$ cat config.mk
export PLATFORM = sky130hd
export DESIGN_NAME = kws_layer_sequencer
export DESIGN_NICKNAME = d
export VERILOG_FILES = /design/src/rtl/kws_pkg.sv /design/src/rtl/kws_next_layer_finder.sv /design/src/rtl/kws_layer_sequencer.sv
export SDC_FILE = /design/constraint.sdc
export NUM_CORES = 1
export LEC_CHECK = 0
export ABC_CLOCK_PERIOD_IN_PS = 2700
export BUFFER_PORTS_ARGS = -buffer_cell sky130_fd_sc_hd__buf_2
export CAP_MARGIN = 0
export CORE_ASPECT_RATIO = 0.8
export CORE_MARGIN = 2
export CORE_UTILIZATION = 44
export DETAILED_ROUTE_END_ITERATION = 7
export GPL_ROUTABILITY_DRIVEN = 0
export PLACE_DENSITY_LB_ADDON = 0.12
export REMOVE_ABC_BUFFERS = 1
export SLEW_MARGIN = 20
export SYNTH_ARGS = -nofsm -noshare
export SYNTH_HDL_FRONTEND = slang
export SYNTH_SLANG_ARGS = --single-unit
$ cat constraint.sdc
create_clock -name clk -period 2.7 [get_ports clk]
set_clock_uncertainty 0.2 [all_clocks]
set_input_delay 0.27 -clock clk [delete_from_list [all_inputs] [get_ports clk]]
set_output_delay 0.27 -clock clk [all_outputs]
set_load 0.01 [all_outputs]
$ cat src/rtl/kws_pkg.sv
// Shared types and constants for the KWS accelerator layer sequencer.
package kws_pkg;

  typedef enum logic [2:0] {
    IDLE   = 3'd0,
    LAUNCH = 3'd1,
    RUN    = 3'd2,
    GAP    = 3'd3,
    FINISH = 3'd4,
    ERROR  = 3'd5
  } seq_state_t;

  // Value driven on the PSRAM pads whenever no engine owns the bus.
  localparam logic       PSRAM_SCK_IDLE  = 1'b0;
  localparam logic       PSRAM_CE_N_IDLE = 1'b1;
  localparam logic [3:0] PSRAM_OE_IDLE   = 4'h0;
  localparam logic [3:0] PSRAM_DOUT_IDLE = 4'h0;

endpackage

$ cat src/rtl/kws_next_layer_finder.sv
// Finds the lowest enabled layer at/above (include_current=1) or strictly
// above (include_current=0) a given index. Purely combinational.
module kws_next_layer_finder #(
  parameter int NUM_LAYERS = 4,
  parameter int LIDX_W     = 2
) (
  input  logic [NUM_LAYERS-1:0] mask,
  input  logic [LIDX_W-1:0]     cur,
  input  logic                  include_current,
  output logic                  found,
  output logic [LIDX_W-1:0]     next_idx
);

  // Scan from the top down so the lowest qualifying index is written last.
  always_comb begin
    found    = 1'b0;
    next_idx = '0;
    for (int i = NUM_LAYERS - 1; i >= 0; i--) begin
      if (mask[i] && ((i > int'(cur)) || (include_current && (i == int'(cur))))) begin
        found    = 1'b1;
        next_idx = LIDX_W'(i);
      end
    end
  end

endmodule

$ cat src/rtl/kws_layer_sequencer.sv
// Runs the enabled layer engines in index order, owns the shared QSPI PSRAM
// pads, enforces an idle-bus gap between layers and a per-layer watchdog.
module kws_layer_sequencer
  import kws_pkg::*;
#(
  parameter int NUM_LAYERS = 4,
  parameter int LIDX_W     = (NUM_LAYERS > 1) ? $clog2(NUM_LAYERS) : 1,
  parameter int TO_W       = 24,
  parameter int GAP_CYCLES = 2
) (
  input  logic                    clk,
  input  logic                    rst_n,
  input  logic                    start,
  input  logic                    abort,
  input  logic [NUM_LAYERS-1:0]   layer_en_mask,
  input  logic [TO_W-1:0]         timeout_cycles,
  output logic                    busy,
  output logic                    done,
  output logic                    error,
  output logic [LIDX_W-1:0]       err_layer,
  output logic [LIDX_W-1:0]       active_layer,
  output logic [NUM_LAYERS-1:0]   layer_start,
  input  logic [NUM_LAYERS-1:0]   layer_done,
  input  logic [NUM_LAYERS-1:0]   l_psram_sck,
  input  logic [NUM_LAYERS-1:0]   l_psram_ce_n,
  input  logic [4*NUM_LAYERS-1:0] l_psram_douten,
  input  logic [4*NUM_LAYERS-1:0] l_psram_dout,
  output logic                    psram_sck,
  output logic                    psram_ce_n,
  output logic [3:0]              psram_douten,
  output logic [3:0]              psram_dout,
  input  logic [3:0]              psram_din,
  output logic [3:0]              l_psram_din
);

  localparam int GAP_W = (GAP_CYCLES > 1) ? $clog2(GAP_CYCLES) : 1;

  seq_state_t            state, state_d;
  logic [NUM_LAYERS-1:0] mask_q, mask_d;
  logic [LIDX_W-1:0]     active_d, err_layer_d;
  logic [TO_W-1:0]       timer, timer_d;
  logic [GAP_W-1:0]      gap_cnt, gap_d;
  logic                  error_d;

  logic                  selecting;
  logic [NUM_LAYERS-1:0] find_mask;
  logic [LIDX_W-1:0]     find_cur;
  logic                  find_found;
  logic [LIDX_W-1:0]     find_idx;

  // While waiting for a start the finder looks at the live mask from index 0;
  // during a run it searches the latched mask strictly above the current layer.
  assign selecting = (state == IDLE) || (state == ERROR);
  assign find_mask = selecting ? layer_en_mask : mask_q;
  assign find_cur  = selecting ? '0 : active_layer;

  kws_next_layer_finder #(
    .NUM_LAYERS(NUM_LAYERS),
    .LIDX_W    (LIDX_W)
  ) u_finder (
    .mask           (find_mask),
    .cur            (find_cur),
    .include_current(selecting),
    .found          (find_found),
    .next_idx       (find_idx)
  );

  assign l_psram_din = psram_din;

  // State and control registers.
  always_ff @(posedge clk or negedge rst_n) begin
    if (!rst_n) begin
      state        <= IDLE;
      mask_q       <= '0;
      active_layer <= '0;
      timer        <= '0;
      gap_cnt      <= '0;
      error        <= 1'b0;
      err_layer    <= '0;
    end else begin
      state        <= state_d;
      mask_q       <= mask_d;
      active_layer <= active_d;
      timer        <= timer_d;
      gap_cnt      <= gap_d;
      error        <= error_d;
      err_layer    <= err_layer_d;
    end
  end

  // Next-state logic and the state-decoded control outputs.
  always_comb begin
    state_d     = state;
    mask_d      = mask_q;
    active_d    = active_layer;
    timer_d     = timer;
    gap_d       = gap_cnt;
    error_d     = error;
    err_layer_d = err_layer;
    busy        = (state == LAUNCH) || (state == RUN) || (state == GAP) || (state == FINISH);
    done        = (state == FINISH);
    layer_start = (state == LAUNCH) ? (NUM_LAYERS'(1) << active_layer) : '0;

    case (state)
      IDLE, ERROR: begin
        if (start) begin
          error_d = 1'b0;
          mask_d  = layer_en_mask;
          if (find_found) begin
            active_d = find_idx;
            state_d  = LAUNCH;
          end else begin
            state_d = FINISH;
          end
        end
      end
      LAUNCH: begin
        timer_d = '0;
        state_d = RUN;
      end
      RUN: begin
        timer_d = timer + TO_W'(1);
        if (layer_done[active_layer]) begin
          if (!find_found) begin
            state_d = FINISH;
          end else if (GAP_CYCLES == 0) begin
            active_d = find_idx;
            state_d  = LAUNCH;
          end else begin
            gap_d   = '0;
            state_d = GAP;
          end
        end else if ((timeout_cycles != '0) && (timer == timeout_cycles - TO_W'(1))) begin
          error_d     = 1'b1;
          err_layer_d = active_layer;
          state_d     = ERROR;
        end
      end
      GAP: begin
        if (gap_cnt == GAP_W'(GAP_CYCLES - 1)) begin
          active_d = find_idx;
          state_d  = LAUNCH;
        end else begin
          gap_d = gap_cnt + GAP_W'(1);
        end
      end
      FINISH: begin
        state_d = IDLE;
      end
      default: begin
        state_d = IDLE;
      end
    endcase

    // abort overrides every other decision, including a start taken from ERROR.
    if (abort && (state != IDLE)) begin
      state_d     = IDLE;
      error_d     = 1'b0;
      err_layer_d = err_layer;
      active_d    = active_layer;
      mask_d      = mask_q;
    end
  end

  // Pad mux: only the RUN-state owner reaches the pins, select is registered.
  always_comb begin
    psram_sck    = PSRAM_SCK_IDLE;
    psram_ce_n   = PSRAM_CE_N_IDLE;
    psram_douten = PSRAM_OE_IDLE;
    psram_dout   = PSRAM_DOUT_IDLE;
    if (state == RUN) begin
      psram_sck    = l_psram_sck[active_layer];
      psram_ce_n   = l_psram_ce_n[active_layer];
      psram_douten = l_psram_douten[{active_layer, 2'b00} +: 4];
      psram_dout   = l_psram_dout[{active_layer, 2'b00} +: 4];
    end
  end

endmodule

==> impl_metrics.env, run 1 <==
export IMPL_crit_arrival_ps=2640
export IMPL_floorplan_core_area_sq_um=7287
export IMPL_power_leakage_uw=0.001887
export IMPL_antennaDiodeCount=0
export IMPL_grt_total_usage_pct=22.45
export IMPL_die_height_um=80.92
export IMPL_synth_ff_type="sky130_fd_sc_hd__dfrtp_1"
export IMPL_worst_ir_drop_on_vdd_v=0.0003228
export IMPL_clock_net_sink_count=36
export IMPL_powerDensity_nw_per_um2=601.0
export IMPL_timing_max_transition_violations_final=0
export IMPL_final_layout_size_suffix_gt1_share_pct=32.62
export IMPL_grt_pass1_wl_um=14780
export IMPL_commonest_non_fill_non_tap_cells_in_the_layout="sky130_fd_sc_hd__buf_2, sky130_fd_sc_hd__nand2_1, sky130_fd_sc_hd__dfrtp_1"
export IMPL_die_area_sq_um=8104
export IMPL_cp_common_cell="sky130_fd_sc_hd__buf_6"
export IMPL_finalSetupViolations=0
export IMPL_rows=28
export IMPL_layoutNonFillerInstCount=605
export IMPL_worstSetupEndpointType="register"
export IMPL_synthDistinctLibCells=63
export IMPL_met1_usage_pct=33.58
export IMPL_syn_instance_count=402
export IMPL_async_flop_share_pct=100.0
export IMPL_status="complete, no violations"
export IMPL_max_freq_ghz=0.3751
export IMPL_number_of_antenna_violations_at_the_first_check_in_global_routing=0
export IMPL_grt_setup_unrepaired="true"
export IMPL_cts_clk_pin_slew_worst_paths_ps=70
export IMPL_finalNetCount=596
export IMPL_timing_worst_setup_path_type="primary input to register"
export IMPL_timing_final_hold_violations=0
export IMPL_vias_per_cell=5.731
export IMPL_synth_sequential_area_ratio_pct=27.68
export IMPL_fin_crit_sh_pct=98.73
export IMPL_clk_root_buffer_cell="sky130_fd_sc_hd__clkbuf_8"
export IMPL_h_tree_depth=2
export IMPL_maxSlewHeadroom_pct=42.07
export IMPL_cts_path_max_buffers=2
export IMPL_max_cap_viol_count=0
export IMPL_total_detailed_routing_wirelength_um=9268
export IMPL_yosys_register_bits=36
export IMPL_wl_per_cell_um=15.32
export IMPL_cts_tree="done"
export IMPL_cp_start_kind="primary input"
export IMPL_grt_busiest_layer="met2"
export IMPL_mostFrequentLayoutCell="sky130_fd_sc_hd__buf_2"
export IMPL_grt_util_met3_pct=3.528
export IMPL_cts_made_buffers=5
export IMPL_place_inst=596
export IMPL_cp_max_fo=5
export IMPL_remaining_drc_errors=0
export IMPL_worst_hold_path_type="primary input to register"
export IMPL_grt_max_degree=37
export IMPL_use_met2_pct=34.50
export IMPL_clk_latency_ps=290
export IMPL_synth_enable_flop_cells=0
export IMPL_finalWorstPathRequiredPeriod_ps=2666
export IMPL_grt_pass1_vias=3130
export IMPL_dr_first_iter_drc_count=180
export IMPL_post_syn_area_sq_um=3254
export IMPL_drt_pass1_iter_count=5
export IMPL_worst_pin_slew_ps=869.0
export IMPL_final_setup_tns_ps=0
export IMPL_synth_area_per_cell_sq_um=8.095
export IMPL_areaGrowthSynthToFinish_pct=28.22
export IMPL_grt_ovfl_total=0
export IMPL_die_w_um=100.2
export IMPL_vias=3467
export IMPL_required_ps=2670
export IMPL_cts_setup_buffers=0
export IMPL_synthesis_yosys_warnings=0
export IMPL_detailedPlacementHpwl_um=7268
export IMPL_crit_slowest_cell="sky130_fd_sc_hd__or4_4"
export IMPL_initial_core_utilization_pct=44.66
export IMPL_worstPathCellList="buf_6, or4_4, or3_4, buf_6, a2111o_1, nand2_1, and4bb_1, nand4_1, mux2_4"
export IMPL_pin_count=105
export IMPL_port_buffers=96
export IMPL_timing_critical_path_slowest_cell_delay_ps=520
export IMPL_antenna_violating_nets_post_route=0
## stage by stage
| step | power (uW) | instance area [sq um] | util, % | hold slack, ps | worst slack [ps] |
|---|---|---|---|---|---|
| 2_1_floorplan | 1532 | 3133 | - | -225.6 | -20.68 |
| 3_3_place_gp | 1996 | 3981 | 54.64 | 233.3 | -341.1 |
| 3_5_place_dp | 2028 | 3981 | 54.64 | 231.1 | -364.3 |
| 4_1_cts | 2515 | 4116 | 56.49 | 38.27 | 0.4670 |
| 5_1_grt | 2703 | 4173 | 57.26 | 66.16 | -86.73 |
| 6_report | 2508 | 4173 | 57.26 | 45.01 | 34.24 |
## logic make-up after synthesis
| family | after synthesis | share of synthesized area (%) |
|---|---|---|
| DFF | 36 | 27.68 |
| AOI/OAI and AO/OA | 99 | 19.80 |
| buffers and inverters | 39 | 5.229 |
| xor gates and xnor gates | 26 | 6.997 |
| muxes | 20 | 10.57 |
| and+or+nand+nor | 180 | 28.95 |
| adders and majority gates | 2 | 0.7688 |
## where the power goes
group | internal [uW] | total [uW] | switching [uW]
logic | 604 | 1320 | 718
clock network | 273 | 477 | 203
registers | 616 | 709 | 93.4
total | 1490 | 2510 | 1010
## cell usage after synthesis (9+ instances only)
cell type | instances | area [sq um]
sky130_fd_sc_hd__mux4_2 | 11 | 247.7
sky130_fd_sc_hd__and3_1 | 19 | 118.9
sky130_fd_sc_hd__o21ai_0 | 33 | 165.2
sky130_fd_sc_hd__a21oi_1 | 19 | 95.09
sky130_fd_sc_hd__nor2_1 | 34 | 127.6
sky130_fd_sc_hd__clkbuf_1 | 19 | 71.32
sky130_fd_sc_hd__inv_1 | 13 | 48.80
sky130_fd_sc_hd__nor3_1 | 13 | 65.06
sky130_fd_sc_hd__nand2b_1 | 9 | 56.30
sky130_fd_sc_hd__nor4_1 | 9 | 56.30
sky130_fd_sc_hd__nand4_1 | 9 | 56.30
sky130_fd_sc_hd__nand3_1 | 17 | 85.08
sky130_fd_sc_hd__nand2_1 | 38 | 142.6
sky130_fd_sc_hd__dfrtp_1 | 36 | 900.9
sky130_fd_sc_hd__xnor2_1 | 20 | 175.2
## layout make-up
class	count	area, sq um
Tap cell	90	112.6
Multi-Input combinational cell	327	2237
Clock inverter	3	42.54
Timing Repair Buffer	131	762.0
Inverter	13	48.80
Fill cell	661	3114
Sequential cell	36	900.9
Clock buffer	5	68.82
## final timing paths
| kind | depth (start not counted) | start | slack [ps] | endpoint |
|---|---|---|---|---|
| max in group asynchronous | 2 | rst_n | 1320 | state[2] |
| worst min register to register | 2 | error | 310 | error |
| worst max register to register | 8 | timer[0] | 230 | timer[18] |
| min in group asynchronous | 2 | rst_n | 430 | timer[2] |
| worst min-delay path | 3 | layer_en_mask[3] | 50 | mask_q[3] |
| worst max-delay path | 9 | timeout_cycles[13] | 30 | err_layer[0] |
## registers in the layout, summed over array words and instances (netlist names)
| name | flops |
|---|---|
| timer | 24 |
| gap_cnt | 1 |
| error | 1 |
| active_layer | 2 |
| err_layer | 2 |
| state | 3 |
| mask_q | 3 |
## layer usage
metal | up-vias | share of wire [%]
met2 | 110 | 46
met4 | 0 | 0.25
met1 | 1638 | 49
met3 | 4 | 5.5
met5 | - | 0
li1 | 1715 | -
## worst max-delay path, delay by kind of cell
family | cells | cell delay [ps]
simple gates | 5 | 1490
mux | 1 | 380
compound gates | 1 | 270
buf+inv | 2 | 220
## timing repair
| item | 4_1_cts | 5_1_grt |
|---|---|---|
| gates resized for setup | 2 | 11 |
| pin swaps | 1 | 5 |
| endpoints found under the hold margin | 36 | 0 |
| hold buffers | 1 | 0 |
| endpoints found under the setup margin | 2 | 3 |
(Power assumes the default switching activity.)
==> run 2: changes to the inputs <==
--- a/config.mk
+++ b/config.mk
@@ -13,7 +13,7 @@
 export CORE_UTILIZATION = 44
 export DETAILED_ROUTE_END_ITERATION = 7
 export GPL_ROUTABILITY_DRIVEN = 0
-export PLACE_DENSITY_LB_ADDON = 0.12
+export PLACE_DENSITY = 0.73
 export REMOVE_ABC_BUFFERS = 1
 export SLEW_MARGIN = 20
 export SYNTH_ARGS = -nofsm -noshare
==> run 2 against run 1 <==
Net effect:
- critical path depth decreased by 1
- register-to-register slack about the same
- setup slack improved by 88 ps
- cell count is 1.8% lower
- power is 4.4% lower
- utilization fell by 1.8 points
==> impl_metrics.env, run 2 (synthesized netlist as in run 1, its figures left out) <==
export IMPL_status="complete, no violations"
export IMPL_clk_latency_ps=300
export IMPL_commonest_non_fill_non_tap_cells_in_the_layout="sky130_fd_sc_hd__buf_2, sky130_fd_sc_hd__nand2_1, sky130_fd_sc_hd__dfrtp_1"
export IMPL_dr_first_iter_drc_count=218
export IMPL_vias=3480
export IMPL_fin_crit_sh_pct=95.49
export IMPL_detailedPlacementHpwl_um=7322
export IMPL_grt_pass1_vias=3195
export IMPL_die_height_um=80.92
export IMPL_layout_filler_cells=688
export IMPL_powerDensity_nw_per_um2=593.2
export IMPL_die_area_sq_um=8104
export IMPL_grt_util_met3_pct=4.303
export IMPL_crit_arrival_ps=2570
export IMPL_final_layout_size_suffix_gt1_share_pct=30.36
export IMPL_cts_tree="done"
export IMPL_met1_usage_pct=32.46
export IMPL_p_comb_share_pct=53.9
export IMPL_timing_max_transition_violations_final=0
export IMPL_footprint_of_the_multi_input_gates_sq_um=2230
export IMPL_total_detailed_routing_wirelength_um=9324
export IMPL_die_w_um=100.2
export IMPL_worst_r2r_cell_count=8
export IMPL_mostFrequentLayoutCell="sky130_fd_sc_hd__buf_2"
export IMPL_areaGrowthSynthToFinish_pct=24.14
export IMPL_switchingPower_uw=1023
export IMPL_grt_max_degree=37
export IMPL_worstSetupEndpointType="register"
export IMPL_p_int_uw=1374
export IMPL_cts_clk_pin_slew_worst_paths_ps=70
export IMPL_grt_setup_unrepaired="false"
export IMPL_max_reg_flops=24
export IMPL_antenna_violating_nets_post_route=0
export IMPL_place_inst=587
export IMPL_worst_ir_drop_on_vdd_v=0.0003943
export IMPL_remaining_drc_errors=0
export IMPL_relative_contribution_of_the_clock_network_to_total_power_pct=15.9
export IMPL_clock_net_sink_count=36
export IMPL_place_worst_setup_slack_ps=-327.8
export IMPL_sequential_cell_area_sq_um=900.9
export IMPL_vias_per_cell=5.859
export IMPL_grt_busiest_layer="met2"
export IMPL_floorplan_core_area_sq_um=7287
export IMPL_timing_worst_setup_path_type="primary input to register"
export IMPL_maxSlewHeadroom_pct=44.58
export IMPL_number_of_antenna_violations_at_the_first_check_in_global_routing=0
export IMPL_timing_final_hold_violations=0
export IMPL_finalNetCount=586
export IMPL_cts_made_buffers=5
export IMPL_antennaDiodeCount=0
export IMPL_required_ps=2690
export IMPL_drt_pass1_iter_count=4
export IMPL_reg_top3="timer (24), mask_q (3), state (3)"
export IMPL_port_buffers=96
export IMPL_finalWorstSetupSlack_ps=121.9
export IMPL_grt_ovfl_total=0
export IMPL_use_met2_pct=36.17
export IMPL_worst_pin_slew_ps=831.3
export IMPL_finalWorstPathRequiredPeriod_ps=2578
export IMPL_power_leakage_uw=0.001819
export IMPL_cp_start_kind="primary input"
export IMPL_max_freq_ghz=0.3879
export IMPL_rows=28
export IMPL_h_tree_depth=2
export IMPL_worst_hold_path_type="primary input to register"
export IMPL_cts_path_max_buffers=2
export IMPL_finalSetupViolations=0
export IMPL_layoutNonFillerInstCount=594
export IMPL_wl_per_cell_um=15.70
export IMPL_grt_total_usage_pct=23.11
export IMPL_fin_total_pwr_uw=2397
export IMPL_cp_max_fo=6
export IMPL_detailed_place_area_sq_um=3914
export IMPL_largest_register="timer"
export IMPL_initial_core_utilization_pct=44.66
export IMPL_power_sequential_fraction_pct=30.2
export IMPL_final_design_area_no_fill_sq_um=4040
export IMPL_hold_path_depth=3
export IMPL_pin_count=105
export IMPL_max_cap_viol_count=0
export IMPL_clk_root_buffer_cell="sky130_fd_sc_hd__clkbuf_8"
export IMPL_switching_power_share_of_the_total_pct=42.69
export IMPL_grt_pass1_wl_um=15170
[run 2: timing repair]
item                                    in CTS  in global routing
endpoints found under the setup margin       2                  2
setup buffers                                0                  0
hold endpoints to repair                    36                  0
gates resized for setup                      1                  8
pin swaps                                    1                  3
hold buffers                                 1                  0
[run 2: power groups by stage]
stage / Combinational (uW) / Clock, uW / Sequential [uW]
after detailed placement: 1280 / 0 / 728
final: 1290 / 381 / 723
after CTS: 1280 / 383 / 719
after floorplan: 759 / 0 / 773
after global placement: 1240 / 0 / 724
after global routing: 1430 / 404 / 736
[run 2: critical path, stage by stage]
cell and delay [ps]:
sky130_fd_sc_hd__buf_2 100, sky130_fd_sc_hd__or4_1 510, sky130_fd_sc_hd__or3_4 380, sky130_fd_sc_hd__nor2_4 140, sky130_fd_sc_hd__mux2_2 370, sky130_fd_sc_hd__nor4_4 160
sky130_fd_sc_hd__nand4_1 270, sky130_fd_sc_hd__mux2_4 370
[run 2: through the flow]
step	hold WS [ps]	TNS (ps)	util (%)
after floorplan	-225.6	-41.25	-
after global placement	210.8	-819.4	53.71
after detailed placement	222.5	-1247	53.71
after CTS	15.09	0	54.95
after global routing	53.90	0	55.44
final	18.33	0	55.44
[run 2: final cells by class]
| class | count | area share [%] |
|---|---|---|
| inverters | 13 | 1.208 |
| clock inverters | 1 | 0.1239 |
| flip-flops and latches | 36 | 22.30 |
| multi-input cells | 327 | 55.19 |
| well taps | 90 | 2.787 |
| clock buffers | 6 | 1.796 |
| repair buffers | 121 | 16.60 |
[run 2: worst paths after layout]
kind | start | end | slack (ps)
setup / recovery | timeout_cycles[10] | err_layer[0] | 120
hold / removal | layer_en_mask[3] | mask_q[3] | 20
setup reg to reg | timer[0] | timer[22] | 220
hold reg to reg | timer[23] | timer[23] | 310
max in group asynchronous | rst_n | active_layer[0] | 1370
min in group asynchronous | rst_n | timer[21] | 410
[run 2: metal layers]
metal / routed length [um] / vias to the layer above
li1: - / 1698
met1: 4307 / 1673
met2: 4465 / 101
met3: 478 / 8
met4: 73 / 0
met5: 0 / -
